## src/rtl/fwd_hazard_sb_u.sv

```systemverilog
// EX-stage forwarding unit with a multicycle completion-bus bypass and an
// ID-stage hazard detector backed by a busy-register scoreboard.
module fwd_hazard_sb_u #(
    parameter int AW      = 5,
    parameter int NSRC    = 2,
    parameter int MAX_OUT = 4,
    parameter int CNT_W   = 16,
    localparam int OW     = $clog2(MAX_OUT + 1)
) (
    input  logic                 clk,
    input  logic                 rst,
    input  logic [NSRC*AW-1:0]   ifid_rs,
    input  logic [NSRC-1:0]      ifid_rs_use,
    input  logic [AW-1:0]        ifid_rd,
    input  logic                 ifid_reg_write,
    input  logic                 ifid_mc,
    input  logic [NSRC*AW-1:0]   idex_rs,
    input  logic [AW-1:0]        idex_rd,
    input  logic                 idex_mem_read,
    input  logic                 exmem_reg_write,
    input  logic [AW-1:0]        exmem_rd,
    input  logic                 memwb_reg_write,
    input  logic [AW-1:0]        memwb_rd,
    input  logic                 mc_done,
    input  logic [AW-1:0]        mc_done_rd,
    output logic [2*NSRC-1:0]    forward_sel,
    output logic                 stall,
    output logic                 mc_issue,
    output logic [OW-1:0]        outstanding,
    output logic [CNT_W-1:0]     stall_cnt,
    output logic                 err_spurious
);

    localparam int NREG = 1 << AW;

    logic [NREG-1:0]  busy_reg, busy_next;
    logic [OW-1:0]    outstanding_reg, outstanding_next;
    logic [CNT_W-1:0] stall_cnt_reg;
    logic             err_spurious_reg;

    logic [NSRC-1:0]  load_use_op, raw_mc_op;
    logic             waw_mc, full, stall_raw, valid_done;

    generate
        for (genvar gi = 0; gi < NSRC; gi++) begin : g_op
            logic [AW-1:0] ex_src, id_src;
            logic [1:0]    sel;
            logic          chk;

            assign ex_src = idex_rs[gi*AW +: AW];
            assign id_src = ifid_rs[gi*AW +: AW];

            always_comb begin
                sel = 2'd0;
                if (ex_src != '0) begin
                    if (exmem_reg_write && exmem_rd == ex_src)
                        sel = 2'd2;
                    else if (memwb_reg_write && memwb_rd == ex_src)
                        sel = 2'd1;
                    else if (mc_done && mc_done_rd == ex_src)
                        sel = 2'd3;
                end
            end

            assign forward_sel[2*gi +: 2] = rst ? sel : 2'd0;

            assign chk            = ifid_rs_use[gi] && (id_src != '0);
            assign load_use_op[gi] = chk && idex_mem_read && (idex_rd == id_src);
            // Completion is only visible after busy clears, so no same-cycle bypass here.
            assign raw_mc_op[gi]   = chk && busy_reg[id_src];
        end
    endgenerate

    assign waw_mc    = ifid_reg_write && (ifid_rd != '0) && busy_reg[ifid_rd];
    assign full      = ifid_mc && (outstanding_reg == OW'(MAX_OUT));
    assign stall_raw = (|load_use_op) | (|raw_mc_op) | waw_mc | full;

    assign stall    = rst & stall_raw;
    assign mc_issue = rst & ifid_mc & ifid_reg_write & (ifid_rd != '0) & ~stall_raw;

    assign valid_done = mc_done && (mc_done_rd != '0) && busy_reg[mc_done_rd];

    always_comb begin
        busy_next = busy_reg;
        if (valid_done)
            busy_next[mc_done_rd] = 1'b0;
        if (mc_issue)
            busy_next[ifid_rd] = 1'b1;
    end

    always_comb begin
        outstanding_next = outstanding_reg;
        if (mc_issue && !valid_done)
            outstanding_next = outstanding_reg + OW'(1);
        else if (!mc_issue && valid_done && outstanding_reg != '0)
            outstanding_next = outstanding_reg - OW'(1);
    end

    always_ff @(posedge clk or negedge rst) begin
        if (!rst) begin
            busy_reg         <= '0;
            outstanding_reg  <= '0;
            stall_cnt_reg    <= '0;
            err_spurious_reg <= 1'b0;
        end else begin
            busy_reg        <= busy_next;
            outstanding_reg <= outstanding_next;
            if (stall && stall_cnt_reg != {CNT_W{1'b1}})
                stall_cnt_reg <= stall_cnt_reg + CNT_W'(1);
            if (mc_done && !valid_done)
                err_spurious_reg <= 1'b1;
        end
    end

    assign outstanding  = outstanding_reg;
    assign stall_cnt    = stall_cnt_reg;
    assign err_spurious = err_spurious_reg;

endmodule

```

## config.mk

```make
export PLATFORM = sky130hd
export DESIGN_NAME = fwd_hazard_sb_u
export DESIGN_NICKNAME = d
export VERILOG_FILES = /design/src/rtl/fwd_hazard_sb_u.sv
export SDC_FILE = /design/constraint.sdc
export NUM_CORES = 1
export LEC_CHECK = 0
export ABC_AREA = 1
export BUFFER_PORTS_ARGS = -buffer_cell sky130_fd_sc_hd__buf_2
export CELL_PAD_IN_SITES_DETAIL_PLACEMENT = 1
export CELL_PAD_IN_SITES_GLOBAL_PLACEMENT = 1
export CORE_MARGIN = 2
export CORE_UTILIZATION = 39
export DETAILED_ROUTE_END_ITERATION = 10
export PLACE_DENSITY_LB_ADDON = 0.1
export SLEW_MARGIN = 20
export SYNTH_ARGS = -nofsm -noshare
export SYNTH_HDL_FRONTEND = slang
export SYNTH_SLANG_ARGS = --single-unit
```

## constraint.sdc

```tcl
create_clock -name clk -period 2.7 [get_ports clk]
set_input_delay 0.27 -clock clk [delete_from_list [all_inputs] [get_ports clk]]
set_output_delay 0.27 -clock clk [all_outputs]
set_load 0.1 [all_outputs]
```

==> results_dict.tcl, run 1 <==
set metrics [dict create \
    wl_um 18300 \
    wl_per_cell_um 18.1 \
    vias 5704 \
    worst_setup_path_end_kind "output port" \
    busiest_layer "met2" \
    arrival_ps 2190 \
    grt_util_met1_pct 36.4 \
    pin_count 81 \
    drt_iter0_drc 362 \
    ys_ff_latch 52 \
    drc_errors 7 \
    rsz0062_at_grt "false" \
    clockBufferDepth 2 \
    synth.distinct_cells 32 \
    dr.pass1.iters 8 \
    synth_area_um2 4650 \
    die_area_um2 12800 \
    final_util_pct 47.9 \
    use_met2_pct 51.9 \
    status "finished with violations" \
    min_period_ps 2460 \
    antenna_found_initial 0 \
    cts_buffers 5 \
    yosysSeqAreaShare_pct 28.0 \
    yosysTopAreaCellShare_pct 28.0 \
    hpwl_um 14400 \
    grtUsageMet3_pct 2.30 \
    grt.overflow.total 0 \
    dieHeight_um 113 \
    worstSkewPairLatency_ps 290 \
    grt_max_degree 34 \
    violations "DRC" \
    slew_headroom_pct 43.2 \
    fp-row-count 39 \
    maxCapViolCount 0 \
    dp.cells 1004 \
    floorplan.initialDensity_pct 40.3 \
    synth_nets 836 \
    portBuffers 80 \
    crit_fanout 3 \
    nets 927 \
    grt_pass1_vias 5905 \
    rr_startpoint "busy_reg[8]$_DFF_PN0_" \
    synth_edf_count 0 \
    hold_class "in2reg" \
    die_width_um 113 \
    slew_violations 0 \
    fmaxAchievable_ghz 0.407 \
    clkTransAtPathRegs_ps 60 \
    clockRootBuffer "clkbuf_16" \
    crit_start "busy_reg[8]$_DFF_PN0_" \
    fin_crit_sh_pct 91.0 \
    hold_viol 0 \
    power.leakage_nw 2.75 \
    synth_area_leaders "dfrtp_1 (28%), nand2_1 (25%), o21ai_0 (8.1%), nand3_1 (7.1%), inv_1 (5.2%)" \
    yosysTopAreaCell "dfrtp_1" \
    track_usage_pct 29.2 \
    diodes 0 \
    crit_type "reg2out" \
    worst_clock_skew_ps 7.67 \
    viasPerCell 5.63 \
    min-delay-start "mc_done" \
    worstMarginPinSlew_ps 849 \
    cp-start-kind "flip-flop" \
    vdd_drop_max_v 0.000488 \
    grt_pass1_wl_um 29900 \
    tritoncts "built" \
    yosys_warnings 0 \
    layout.cells.non_filler 1013 \
    area_delta_synth_final_pct 18.7 \
    setup-violations-final 0 \
    synth_ff_type "dfrtp_1" \
    drive_above_1_share_pct 15.4 \
    async_flop_share_pct 100 \
    p_per_area_nw_per_um2 552 \
    gp_congestion 0.926 \
    cp.required_ps 2430 \
    largest_register_ffs 32 \
    synth_area_per_cell_um2 5.96 \
    clock-sinks 52 \
    core-area_um2 11500 \
    ant_nets 0 \
    p_total_mw 3.04 \
    ctsHtreeMaxLevel 2 \
    tns_ps 0 \
    syn-instance-count 779 \
]
-- cells in the mapped netlist, types with 2 or more instances --
cell type,number
nor4_1,3
o22ai_1,7
xor2_1,15
nand2_1,309
dfrtp_1,52
xnor2_1,10
inv_1,64
clkinv_1,2
nor3_1,22
o31ai_1,2
clkbuf_1,9
a21oi_1,15
buf_2,17
o21ai_1,12
o21ai_0,75
o211ai_1,4
nor3_2,3
nor2_2,2
a221oi_1,8
nor2_1,47
nand3_1,66
a22oi_1,12
inv_2,7
nand4_1,7
buf_4,2
-- per-layer routing --
layer | vias up | share of wire (%) | wire [um]
met2 | 168 | 49 | 8920
met4 | 0 | 4.2 | 762
met5 | - | 0 | 0
met3 | 52 | 4.2 | 768
li1 | 2730 | - | -
met1 | 2754 | 43 | 7860
-- power breakdown --
part	leakage (nW)	internal [mW]	total, mW	switching, mW
logic	1.98	0.337	1.29	0.955
clock network	0.0729	0.366	0.654	0.288
registers	0.697	0.894	1.10	0.205
-- layout by cell type (no fill, tap or decap), types with 8 or more instances in the layout --
master,synthesis,routed
nand2_1,309,309
buf_2,17,78
o21ai_0,75,75
nand3_1,66,66
inv_1,64,64
dfrtp_1,52,52
nor2_1,47,47
buf_4,2,32
nor3_1,22,22
xor2_1,15,15
a21oi_1,15,13
o21ai_1,12,12
a22oi_1,12,12
xnor2_1,10,10
a221oi_1,8,8
-- path summary, 6_finish.rpt --
path	to	slack (ps)	cells past startpoint
worst max-delay path	mc_issue	240	12
worst min-delay path	err_spurious$_DFFE_PN0P_	270	2
worst max register to register	outstanding[2]$_DFFE_PN0P_	290	17
worst min register to register	err_spurious$_DFFE_PN0P_	490	1
max in group asynchronous	stall_cnt[6]$_DFFE_PN0P_	1610	3
min in group asynchronous	busy_reg[8]$_DFF_PN0_	390	2
-- repair_timing --
item	in CTS	in global routing
endpoints found under the setup margin	0	1
hold buffers	1	0
hold endpoints to repair	1	0
setup buffers	0	1
gates resized for setup	0	0
-- critical path, cell delays in order (launching register included) --
cell and delay [ps]:
dfrtp_1 430, inv_1 150, o21ai_0 90, nand2_1 60, nand2_1 80, nand2_1 60, nand2_1 40, nor2_1 100
nand2_1 100, a21oi_1 140, nand4_1 230, inv_2 210, buf_12 190
-- kinds of logic after synthesis --
logic type / synth area share (%)
AOI/OAI and AO/OA: 16.7
xor gates and xnor gates: 4.71
DFF: 28.0
buffers and inverters: 9.02
adders and majority gates: 0.700
and+or+nand+nor: 40.9
-- metrics by stage --
stage               hold slack, ps  cell area [um2]  setup WS, ps
finish                         269             5520           242
global route                   291             5520          14.3
CTS                            276             5510           251
detailed placement             162             5350          60.8
global placement               165             5350           155
floorplan                    -25.6             4650          2.74
-- layout make-up --
cell class	count	area, um2
fill	1614	6000
clock inverter	1	8.76
inverter	73	274
sequential	52	1300
timing repair buffer	113	681
multi-input combinational	625	2930
tap	143	179
clock buffer	6	139
(Power assumes the default switching activity.)
==> run 2, diff against run 1 <==
--- a/config.mk
+++ b/config.mk
@@ -10,8 +10,9 @@
 export CELL_PAD_IN_SITES_DETAIL_PLACEMENT = 1
 export CELL_PAD_IN_SITES_GLOBAL_PLACEMENT = 1
+export CORE_ASPECT_RATIO = 0.8
 export CORE_MARGIN = 2
 export CORE_UTILIZATION = 39
 export DETAILED_ROUTE_END_ITERATION = 10
-export PLACE_DENSITY_LB_ADDON = 0.1
+export PLACE_DENSITY = 0.86
 export SLEW_MARGIN = 20
 export SYNTH_ARGS = -nofsm -noshare
==> constraint.sdc (replaced) <==
create_clock -name clk -period 2.7 [get_ports clk]
set_input_delay 0.135 -clock clk [delete_from_list [all_inputs] [get_ports clk]]
set_output_delay 0.135 -clock clk [all_outputs]
set_load 0.1 [all_outputs]
==> run 2 against run 1 <==
Compared with the run above: largest cell class unchanged; fmax up 0.27%; via count rose by 1.8%; the flow now finishes without violations; combinational power about the same; clock power rose by 3.1%.
==> results_dict.tcl, run 2 (synthesized netlist as in run 1, its figures left out) <==
set metrics [dict create \
    cp-start-kind "flip-flop" \
    slew_headroom_pct 49.4 \
    gp_congestion 0.965 \
    worst_setup_path_end_kind "flip-flop" \
    hold_viol 0 \
    slew_violations 0 \
    crit_fanout 5 \
    clock-sinks 52 \
    clockBufferDepth 2 \
    rr_startpoint "busy_reg[22]$_DFF_PN0_" \
    worstMarginPinSlew_ps 755 \
    die_area_um2 12800 \
    fmaxAchievable_ghz 0.408 \
    area_delta_synth_final_pct 18.5 \
    crit_start "busy_reg[22]$_DFF_PN0_" \
    floorplan.initialDensity_pct 40.2 \
    grt_pass1_wl_um 30600 \
    p_per_area_nw_per_um2 564 \
    wl_per_cell_um 18.4 \
    hpwl_um 14300 \
    fin_area_um2 5500 \
    drc_errors 0 \
    final_cell_mix "nand2_1 (309), buf_2 (78), o21ai_0 (75), nand3_1 (66), inv_1 (64)" \
    cts_buffers 5 \
    setup-violations-final 0 \
    ant_nets 0 \
    path_depth 17 \
    fin_crit_sh_pct 90.8 \
    placed_area_um2 5350 \
    crit_buf_inv 0 \
    arrival_ps 2640 \
    viasPerCell 5.72 \
    tns_ps 0 \
    p_seq_share_pct 35.8 \
    antenna_found_initial 0 \
    clockRootBuffer "clkbuf_16" \
    hold_class "in2reg" \
    dr.pass1.iters 5 \
    r2r_end "outstanding[2]$_DFFE_PN0P_" \
    crit_family "simple AND/OR/NAND/NOR gates" \
    portBuffers 80 \
    worst_path_max_delay_cell "dfrtp_1" \
    cpMostUsedCell "nand2_1" \
    grt_max_degree 34 \
    worstSkewPairLatency_ps 300 \
    fillerInstances 1615 \
    tritoncts "built" \
    clkTransAtPathRegs_ps 70 \
    p_int_mw 1.60 \
    drive_above_1_share_pct 14.9 \
    nets 924 \
    fp-row-count 35 \
    worst_clock_skew_ps 6.06 \
    crit_path_cell_trace "nand2_1 > nand2_1 > nand2_1 > nand2_1 > nand2_1 > nand2_1 > nor2_1 > nand2_1 > nand2_1 > nand2_1 > nor2_1 > nand4_1 > fa_1 > nand2_1 > nand2_1 > nand2_1 > nand2_1" \
    combPwrFrac_pct 42.4 \
    diodes 0 \
    maxCapViolCount 0 \
    power_switching_mw 1.50 \
    status "finished clean" \
    die_width_um 126 \
    p_total_mw 3.10 \
    cp_slowest_stage_delay_ps 480 \
    core-area_um2 11600 \
    post_cts_buffers 0 \
    largest_register_ffs 32 \
    track_usage_pct 29.9 \
    grt.overflow.total 0 \
    min_period_ps 2450 \
    cp.required_ps 2890 \
    vdd_drop_max_v 0.000266 \
    dieHeight_um 102 \
    sw_frac_of_total_pct 48.5 \
    r2r_setup_slack_ps 250 \
    endpoint "outstanding[2]$_DFFE_PN0P_" \
    wl_um 18700 \
    vias 5805 \
    rsz0062_at_grt "false" \
    drt_iter0_drc 665 \
    crit_type "reg2reg" \
    grt_pass1_vias 5877 \
    pwr-share-clk_pct 21.7 \
    pin_count 81 \
    rr_worst_depth 17 \
    ctsHtreeMaxLevel 2 \
    mostFrequentLayoutCell "nand2_1" \
    power.leakage_nw 2.74 \
]
==> run 2: changes by cell type in the layout (fill, tap and decap cells not counted) <==
cell     before  now
buf_4        32   28
a21oi_1      13   15
a21oi_2       2    0
buf_12        2    3
==> run 2: what timing repair did <==
item,4_1_cts,5_1_grt
hold buffers,1,0
setup endpoints to repair,0,0
hold endpoints to repair,3,0
gates resized for setup,0,0
==> run 2: layout make-up <==
type                       count  area (um2)  share of cell area (%)
clock inverter                 1        8.76                   0.159
multi-input combinational    625        2930                    53.1
timing repair buffer         110         671                    12.2
inverter                      73         274                    4.98
sequential                    52        1300                    23.6
tap                          148         185                    3.36
clock buffer                   6         139                    2.52
==> run 2: power by group through the flow <==
| stage | clock network (mW) | registers [mW] | logic, mW |
|---|---|---|---|
| 2_1_floorplan | 0 | 1.40 | 0.572 |
| 3_3_place_gp | 0 | 1.11 | 1.25 |
| 3_5_place_dp | 0 | 1.11 | 1.29 |
| 4_1_cts | 0.679 | 1.10 | 1.30 |
| 5_1_grt | 0.713 | 1.12 | 1.43 |
| 6_report | 0.674 | 1.11 | 1.32 |
==> run 2: worst min-delay path by stage <==
stage	from	to	depth (start not counted)	slack [ps]
floorplan	rst	busy_reg[0]$_DFF_PN0_	0	-160
global placement	rst	outstanding[2]$_DFFE_PN0P_	1	30
detailed placement	rst	outstanding[2]$_DFFE_PN0P_	1	30
CTS	mc_done	err_spurious$_DFFE_PN0P_	2	120
global route	mc_done	err_spurious$_DFFE_PN0P_	2	140
finish	mc_done	err_spurious$_DFFE_PN0P_	2	120
==> run 2: metal layers <==
layer | track usage [%] | share of wire, % | wire length [um]
met3 | 4.44 | 8.6 | 1600
met4 | 7.69 | 1.9 | 361
met5 | 0 | 0 | 0
met1 | 45.1 | 48 | 8940
met2 | 44.8 | 42 | 7790
==> run 2: per-stage QoR <==
| stage | instances | util, % | hold WS (ps) | setup WS (ps) |
|---|---|---|---|---|
| after floorplan | 779 | - | -161 | 105 |
| after global placement | 1007 | 46.2 | 27.1 | 288 |
| after detailed placement | 1007 | 46.2 | 27.7 | 196 |
| after CTS | 1015 | 47.6 | 118 | 273 |
| after global routing | 1015 | 47.6 | 142 | 42.3 |
| final | 1015 | 47.6 | 124 | 249 |
==> run 2: worst reg2reg max path, stage by stage, from the launching register on <==
cell     delay, ps
dfrtp_1        480
nand2_1        120
nand2_1         80
nand2_1         70
nand2_1         50
nand2_1         50
nand2_1         50
nor2_1         100
nand2_1        140
nand2_1         90
nand2_1         50
nor2_1         130
nand4_1        220
fa_1           450
nand2_1        110
nand2_1         60
nand2_1         60
nand2_1         50
